## config.mk

```make
export PLATFORM = sky130hd
export DESIGN_NAME = pipe_hazard_ctrl
export DESIGN_NICKNAME = d
export VERILOG_FILES = /design/src/rtl/pipe_pkg.sv /design/src/rtl/load_use_detect.sv /design/src/rtl/pipe_hazard_ctrl.sv
export SDC_FILE = /design/constraint.sdc
export NUM_CORES = 1
export LEC_CHECK = 0
export BUFFER_PORTS_ARGS = -buffer_cell sky130_fd_sc_hd__buf_2
export CAP_MARGIN = 25
export CORE_MARGIN = 2
export CORE_UTILIZATION = 33
export CTS_CLUSTER_SIZE = 28
export DETAILED_ROUTE_END_ITERATION = 10
export GPL_TIMING_DRIVEN = 0
export PLACE_DENSITY = 0.76
export SKIP_LAST_GASP = 1
export SYNTH_ARGS = -nofsm -noshare
export SYNTH_HDL_FRONTEND = slang
export SYNTH_SLANG_ARGS = --single-unit
```

## constraint.sdc

```tcl
create_clock -name clk_i -period 1.3 [get_ports clk_i]
set_input_delay 0.065 -clock clk_i [delete_from_list [all_inputs] [get_ports clk_i]]
set_output_delay 0.065 -clock clk_i [all_outputs]
set_load 0.02 [all_outputs]
```

## src/rtl/pipe_pkg.sv

```systemverilog
// Shared decode constants, the multdiv FSM state type and a mul/div decode helper
// for the pipeline hazard controller.
package pipe_pkg;

   localparam logic [4:0]  OP_RTYPE = 5'b00000;
   localparam logic [4:0]  OP_LW    = 5'b01000;
   localparam logic [4:0]  ALU_MUL  = 5'b00110;
   localparam logic [4:0]  ALU_DIV  = 5'b00111;
   localparam logic [31:0] NOP_WORD = 32'h0000_0000;

   typedef enum logic [1:0] {
      IDLE,
      START,
      BUSY,
      DONE
   } md_state_t;

   // True when the word is an R-type multiply or divide.
   function automatic logic is_muldiv(input logic [31:0] ir);
      return (ir != NOP_WORD) && (ir[31:27] == OP_RTYPE) &&
             ((ir[6:2] == ALU_MUL) || (ir[6:2] == ALU_DIV));
   endfunction

endpackage

```

## src/rtl/load_use_detect.sv

```systemverilog
// Combinational load-use comparator: a load in D/X whose destination is read
// by the instruction in F/D.
module load_use_detect
   import pipe_pkg::*;
(
   input  logic [31:0] fd_ir_i,
   input  logic [31:0] dx_ir_i,
   output logic        stall_o
);

   logic [4:0] dx_rd;
   logic [4:0] fd_rs;
   logic [4:0] fd_rt;
   logic       unused_bits;

   assign dx_rd = dx_ir_i[26:22];
   assign fd_rs = fd_ir_i[21:17];
   assign fd_rt = fd_ir_i[16:12];

   // r0 is hardwired, so a load into it never creates a dependency.
   assign stall_o = (dx_ir_i[31:27] == OP_LW) && (dx_rd != 5'd0) &&
                    ((dx_rd == fd_rs) || (dx_rd == fd_rt));

   assign unused_bits = ^{fd_ir_i[31:22], fd_ir_i[11:0], dx_ir_i[21:0]};

endmodule

```

## src/rtl/pipe_hazard_ctrl.sv

```systemverilog
// Pipeline hazard controller: latch enables, bubble inserts, and the multdiv stall handshake.
// Defining HAZARD_PERF_EN adds the stall_cnt_o / flush_cnt_o event counters.
module pipe_hazard_ctrl
   import pipe_pkg::*;
#(
   parameter int MD_TIMEOUT = 40
) (
   input  logic        clk_i,
   input  logic        rst_ni,
   input  logic [31:0] fd_ir_i,
   input  logic [31:0] dx_ir_i,
   input  logic        br_taken_i,
   input  logic        md_ready_i,
   output logic        pc_we_o,
   output logic        fd_we_o,
   output logic        dx_we_o,
   output logic        xm_we_o,
   output logic        mw_we_o,
   output logic        fd_flush_o,
   output logic        dx_flush_o,
   output logic        xm_flush_o,
   output logic        md_mult_o,
   output logic        md_div_o,
   output logic        md_busy_o,
   output logic        md_err_o
`ifdef HAZARD_PERF_EN
   ,
   output logic [31:0] stall_cnt_o,
   output logic [31:0] flush_cnt_o
`endif
);

   localparam int CNT_W = $clog2(MD_TIMEOUT + 1);

   md_state_t        state_q, state_d;
   logic [CNT_W-1:0] cnt_q, cnt_d;
   logic             md_err_q, md_err_d;
   logic             op_div_q, op_div_d;
   logic             load_use;
   logic             br_act;

   load_use_detect u_load_use_detect (
      .fd_ir_i (fd_ir_i),
      .dx_ir_i (dx_ir_i),
      .stall_o (load_use)
   );

   always_ff @(posedge clk_i or negedge rst_ni) begin
      if (!rst_ni) begin
         state_q  <= IDLE;
         cnt_q    <= '0;
         md_err_q <= 1'b0;
         op_div_q <= 1'b0;
      end else begin
         state_q  <= state_d;
         cnt_q    <= cnt_d;
         md_err_q <= md_err_d;
         op_div_q <= op_div_d;
      end
   end

   always_comb begin
      state_d    = state_q;
      cnt_d      = cnt_q;
      md_err_d   = md_err_q;
      op_div_d   = op_div_q;
      pc_we_o    = 1'b1;
      fd_we_o    = 1'b1;
      dx_we_o    = 1'b1;
      xm_we_o    = 1'b1;
      mw_we_o    = 1'b1;
      fd_flush_o = 1'b0;
      dx_flush_o = 1'b0;
      xm_flush_o = 1'b0;
      md_mult_o  = 1'b0;
      md_div_o   = 1'b0;
      md_busy_o  = 1'b0;
      md_err_o   = md_err_q;
      br_act     = 1'b0;

      unique case (state_q)
         IDLE: begin
            // Freeze the mul/div in D/X on detection so START still sees it.
            if (is_muldiv(dx_ir_i)) begin
               state_d    = START;
               op_div_d   = (dx_ir_i[6:2] == ALU_DIV);
               pc_we_o    = 1'b0;
               fd_we_o    = 1'b0;
               dx_we_o    = 1'b0;
               xm_flush_o = 1'b1;
            end else if (br_taken_i) begin
               fd_flush_o = 1'b1;
               dx_flush_o = 1'b1;
               br_act     = 1'b1;
            end else if (load_use) begin
               pc_we_o    = 1'b0;
               fd_we_o    = 1'b0;
               dx_flush_o = 1'b1;
            end
         end
         START: begin
            md_mult_o  = ~op_div_q;
            md_div_o   = op_div_q;
            pc_we_o    = 1'b0;
            fd_we_o    = 1'b0;
            dx_we_o    = 1'b0;
            xm_flush_o = 1'b1;
            cnt_d      = '0;
            state_d    = BUSY;
         end
         BUSY: begin
            md_busy_o  = 1'b1;
            pc_we_o    = 1'b0;
            fd_we_o    = 1'b0;
            dx_we_o    = 1'b0;
            xm_flush_o = 1'b1;
            cnt_d      = cnt_q + 1'b1;
            if (md_ready_i) begin
               state_d = DONE;
            end else if (cnt_d == CNT_W'(MD_TIMEOUT)) begin
               md_err_d = 1'b1;
               state_d  = DONE;
            end
         end
         DONE: begin
            cnt_d   = '0;
            state_d = IDLE;
         end
         default: state_d = IDLE;
      endcase

      // Reset forces every output low immediately, not at the next edge.
      if (!rst_ni) begin
         pc_we_o    = 1'b0;
         fd_we_o    = 1'b0;
         dx_we_o    = 1'b0;
         xm_we_o    = 1'b0;
         mw_we_o    = 1'b0;
         fd_flush_o = 1'b0;
         dx_flush_o = 1'b0;
         xm_flush_o = 1'b0;
         md_mult_o  = 1'b0;
         md_div_o   = 1'b0;
         md_busy_o  = 1'b0;
         md_err_o   = 1'b0;
         br_act     = 1'b0;
      end
   end

`ifdef HAZARD_PERF_EN
   logic [31:0] stall_cnt_q, flush_cnt_q;

   always_ff @(posedge clk_i or negedge rst_ni) begin
      if (!rst_ni) begin
         stall_cnt_q <= '0;
         flush_cnt_q <= '0;
      end else begin
         if (!pc_we_o) stall_cnt_q <= stall_cnt_q + 32'd1;
         if (br_act)   flush_cnt_q <= flush_cnt_q + 32'd1;
      end
   end

   assign stall_cnt_o = stall_cnt_q;
   assign flush_cnt_o = flush_cnt_q;
`endif

endmodule

```

* Word level (Yosys, flattened, before mapping)
Cells that the tools add are included.
Operators by class: divide/modulo/power cells 0, multiplexer cells 33, reductions and logical operators 16, bitwise operators 2, eq/ne operators 11, add/sub/neg operators 1, multipliers 0, magnitude comparators 0, shift-type cells 0
Operator list (count):
- 32-bit nonzero test | 1
- 1-bit 2-to-1 mux | 25
- 6-bit one-hot mux with 2 select lines | 1
- 5-bit by 3-bit equality test with 1-bit output (second input constant) | 2
- 5-bit equality test | 2
- 2-bit one-hot mux with 4 select lines | 1
- 6-bit by 1-bit adder with 6-bit output (second input constant) | 1
- 6-bit equality test (second input constant) | 1
- 2-bit 2-to-1 mux | 3
- 1-bit one-hot mux with 2 select lines | 3
- 5-bit by 4-bit equality test with 1-bit output (second input constant) | 1
- 5-bit zero test | 1
- 5-bit nonzero test | 1
- 2-bit equality test (second input constant) | 2
- 1-bit logical AND | 4
- 2-bit AND reduction | 2
- 2-bit OR reduction | 2
- 3-bit inequality test (second input constant) | 1
- 3-bit AND reduction | 1
- 2-bit by 1-bit equality test with 1-bit output (second input constant) | 1
- 2-bit zero test | 1
- 1-bit logical OR | 2
- 2-bit inequality test (second input constant) | 1
- 1-bit NOT | 2
- 2-bit nonzero test | 1
Word-level totals: output and inout port bits 12, ROM bits 0, bits in writable memories 0, input port bits 68, bits in registers 10, memories 0, word-level logic and storage cells 67, bits in latches 0

* Logic depth before layout (Yosys ltp)
depth in word-level cells 8, gate-level depth with buffers 7

* Hierarchy
A second synthesis with hierarchy kept.
Unflattened totals: cells, all modules 95, area, all modules 814.5 um2
Modules (own cells, without submodules):
- pipe_hazard_ctrl | instances 1, sequential area each 250.2 um2, cells an instance 77, area an instance 675.6 um2
- load_use_detect | instances 1, sequential area each 0.0 um2, cells an instance 18, area an instance 138.9 um2

* Worst setup path after synthesis
Ideal clock, no wire load.
path kind register to output, from register state_q[0], to output pc_we_o, arrival time 1.874 ns, stages on the path, launching flop included 8, required time 1.235 ns, setup slack -0.639 ns, cells stage by stage dfrtp_1 > inv_1 > ha_1 > buf_2 > nand2_1 > o211a_1 > a21boi_1 > buf_4
On the way: word-level cells in the longest chain between the ends 4, elaborated cells between the ends (all ways) 6
Ends and longest elaborated chain:
- start: declaration | line pipe_hazard_ctrl.sv:35 | md_state_t state_q, state_d;
- start signal: assignment | line pipe_hazard_ctrl.sv:55 | state_q <= state_d;
- 2-bit equality test or 2-bit by 1-bit equality test with 1-bit output (tied branches)
- 2-bit OR reduction (no line)
- 1-bit one-hot mux with 2 select lines *
- 1-bit 2-to-1 mux *
- end: declaration | line pipe_hazard_ctrl.sv:14 | output logic pc_we_o,
Mark *: on every way between the ends. The rest lies on a longest branch, timed or not.

* Worst setup path in the final report
from register state_q[1], to output pc_we_o
On the way: word-level cells in the longest chain between the ends 4, elaborated cells between the ends (all ways) 6
Ends and longest elaborated chain:
- 2-bit equality test or 2-bit by 1-bit equality test with 1-bit output (tied branches) | line pipe_hazard_ctrl.sv:81 | unique case (state_q)
- 2-bit OR reduction (no line)
- 1-bit one-hot mux with 2 select lines * | line pipe_hazard_ctrl.sv:81
- 1-bit 2-to-1 mux * | line pipe_hazard_ctrl.sv:133 | if (!rst_ni) begin
Marks and branches as above.

==> run_results.csv <==
group,metric,value,unit
synthesis,synth-simple-area-share,0.237,
worst_setup_path,cp_num_cells,7,
floorplan,die_h,54.6,um
placement,dp_hpwl,1.64,mm
timing,finalSetupViolCount,16,
routing,wl_per_cell,13.0,um
floorplan,pin_count,80,
timing,min_period,1.71,ns
cts,htreeDepth,1,
finish,fillers,211,
worst_setup_path,critPathCaptureType,"output port",
synthesis,synth.mux.area_fraction,0.0118,
synthesis,ys_seq_area_frac,0.296,
cts,cts_buffer_depth,2,
placement,io_buffers,40,
synthesis,syn_inst,96,
hold_path,holdCritPathClass,"in2reg",
worst_setup_path,crit_buf_inv,4,
pwr,powerDensity,1940,nW/um2
global_route,grt_pass1_wl,3.95,mm
synthesis,synth_compound_area_frac,0.175,
routing,drc_errors,0,
finish,drive_gt1_frac,0.597,
finish,nNetsFinal,234,
pwr,p_sw_frac,0.406,
placement,place.gp.congestion,0.702,
pwr,leakagePower,0.722,nW
worst_setup_path,crit_path_start_kind,"register",
pwr,seqPwrFrac,0.158,
pwr,comb_power_share,0.739,
timing,fin_skew,0.00308,ns
pwr,power.total,0.00289,W
worst_setup_path,cpPeakStageDelay,0.38,ns
worst_setup_path,r2r-end,"cnt_q[3]",
timing,hold_violations,0,
cts,cts_made_buffers,3,
routing,vias,925,
synthesis,ys_warn_count,0,
pwr,vdd_drop_max,1010,uV
synthesis,yosys.area_share.xor_xnor,0.124,
global_route,grt_pass1_vias,954,
worst_setup_path,cp.arrival,1.65,ns
placement,place_ws,-0.399,ns
run,cap_violations,0,
routing,drtIter0Drc,10,
routing,vias_per_cell,4.89,
synthesis,synth_seq_cells,10,
floorplan,start_util,0.345,
outcome,violations,"setup timing",
floorplan,die_area,2980,um2
timing,setup_slack,-0.414,ns
global_route,grt_overflow_total,0,
finish,antennaDiodeCount,0,
timing,slew_violations,0,
worst_setup_path,cpLargestDelayFamily,"buffers and inverters",
timing,slew_headroom,0.678,
floorplan,row_count,18,
worst_setup_path,cp_max_fo,4,
worst_setup_path,crit_required,1.24,ns
worst_setup_path,path_cells,"inv_2, ha_4, buf_8, o211a_4, a21boi_4, buf_6, buf_6",
synthesis,synth_area,846,um2
synthesis,synthAdderAreaFrac,0.0888,
cts,cts_tree,"built",
cts,path_clk_slew,0.08,ns
pwr,clkPwrFrac,0.103,
floorplan,core,2450,um2
timing,fin_crit_sh,1.32,
routing,wirelength,2.46,mm
floorplan,die_width,54.6,um
timing,timing.hold.ws,0.0343,ns
worst_setup_path,crit_start,"state_q[1]",
timing,rsz0062_at_grt,"true",
global_route,antenna_found_initial,0,
outcome,outcome,"finished, violations left",
timing,tightest_slew,0.481,ns
worst_setup_path,rr_startpoint,"state_q[1]",
cts,numClockSinks,10,
global_route,grtUsageTotal,0.184,
worst_setup_path,path_common_cell,"buf_6",
worst_setup_path,r2r_slack,-0.32,ns
finish,area_growth,75.7,%
worst_setup_path,rr_worst_depth,6,
worst_setup_path,path_class,"reg2out",
synthesis,syn-mean-instance-area,8.81,um2
synthesis,ys_types,34,
cts,cts-root-buf,"clkbuf_4",
routing,drt-pass1-iter-count,4,
cts,clock_insertion_delay_worst_skew,0.27,ns
routing,final_antenna_net_count,0,
synthesis,synth_top_family_by_area,"simple AND/OR/NAND/NOR gates",
worst_setup_path,critPathSlowestCell,"dfrtp_1",
global_route,grt_start_max_net_pins,11,
pwr,internal-power,0.00171,W
synthesis,synth_nets,170,
timing,max_freq,583,MHz
pwr,power.switching,0.00117,W
worst_setup_path,crit_end,"pc_we_o",
-- power groups by stage --
stage / Clock (W) / Sequential (W) / Combinational [W]
2_1_floorplan: 0 / 0.000470 / 0.000970
3_3_place_gp: 0 / 0.000484 / 0.00122
3_5_place_dp: 0 / 0.000488 / 0.00127
4_1_cts: 0.000300 / 0.000454 / 0.00170
5_1_grt: 0.000318 / 0.000469 / 0.00229
6_report: 0.000299 / 0.000455 / 0.00213
-- tightest hold or removal path: stages --
cell     delay, ns
buf_2         0.10
inv_1         0.04
o31ai_1       0.07
-- cell usage in the layout, fill, tap and decap left out, types with 3 or more instances in the layout --
master / synthesis / routed
nor2_1: 7 / 4
inv_1: 8 / 4
buf_6: 0 / 9
nand3_1: 6 / 6
buf_2: 1 / 32
nand2_1: 9 / 8
buf_4: 3 / 20
o21ai_1: 0 / 3
xnor2_1: 5 / 5
clkbuf_4: 0 / 3
ha_4: 0 / 4
xor2_1: 7 / 7
dfrtp_1: 10 / 10
-- layout make-up --
class / count / area, um2 / area share
clock buffer: 4 / 36.3 / 0.0244
tap: 30 / 37.5 / 0.0253
buffer: 4 / 41.3 / 0.0278
multi-input combinational: 74 / 691 / 0.465
timing repair buffer: 59 / 395 / 0.266
inverter: 8 / 35.0 / 0.0236
sequential: 10 / 250 / 0.168
-- Yosys cell counts --
cell type  count  area share
buf_4          3       0.027
a22o_1         1       0.010
nor2_1         7       0.031
nand2b_1       1      0.0074
nand4bb_1      1       0.013
buf_2          1      0.0059
a211oi_1       1      0.0089
a31o_2         1       0.010
a2111oi_2      1       0.018
a2bb2oi_2      1       0.018
a21oi_1        2       0.012
xnor2_1        5       0.052
ha_1           6       0.089
nor2b_1        1      0.0074
or2b_4         1       0.013
or3_1          2       0.015
or4_4          1       0.013
nor3_1         3       0.018
mux2i_1        1       0.012
nor3_2         1       0.012
o211a_1        1       0.012
o21a_1         1      0.0089
inv_1          8       0.036
o31a_4         1       0.021
nand2_1        9       0.040
xor2_1         7       0.072
o31ai_1        2       0.018
and2_1         2       0.015
dfrtp_1       10        0.30
a21boi_1       1      0.0089
and3_1         1      0.0074
nand3_1        6       0.036
or4_1          1      0.0089
o21ai_0        5       0.030
-- per-layer routing --
metal / up-vias / global-route usage / wire length [um]
met5: - / 0 / 0
met4: 0 / 0.0542 / 27
met3: 4 / 0.0464 / 161
met2: 33 / 0.373 / 1360
met1: 432 / 0.177 / 905
li1: 456 / - / -
-- sequential cells by signal, summed over array words and instances, names as in the netlist --
register  count
state_q       2
cnt_q         6
op_div_q      1
md_err_q      1
-- how the worst min path moves through the flow --
stage	from	end	slack, ns	depth (start not counted)
2_1_floorplan	rst_ni	cnt_q[0]	-0.23	0
3_3_place_gp	rst_ni	cnt_q[2]	-0.02	1
3_5_place_dp	rst_ni	cnt_q[2]	-0.01	1
4_1_cts	dx_ir_i[2]	op_div_q	0.02	3
5_1_grt	dx_ir_i[2]	op_div_q	0.05	3
6_report	dx_ir_i[2]	op_div_q	0.03	3
-- through the flow --
step / utilization / cells / area [um2] / TNS, ns
global placement: 0.467 / 166 / 1150 / -2.53
detailed placement: 0.467 / 166 / 1150 / -3.02
finish: 0.606 / 189 / 1490 / -3.86
CTS: 0.562 / 183 / 1380 / -3.16
global route: 0.606 / 189 / 1490 / -5.15
floorplan: - / 96 / 908 / -0.586
-- kinds of logic after synthesis --
family / after synthesis
flip-flops: 10
adder cells (fa/ha/maj): 6
AO/OA/AOI/OAI: 18
buffers and inverters: 12
AND/OR/NAND/NOR: 37
multiplexers: 1
XOR/XNOR: 12
-- timing repair --
action,in CTS,in global routing
setup buffers,12,8
gates cloned,0,0
pin swaps,5,6
endpoints found under the hold margin,10,0
hold buffers,1,0
setup endpoints to repair,18,17
resized for setup,24,21
(Power assumes the default switching activity.)
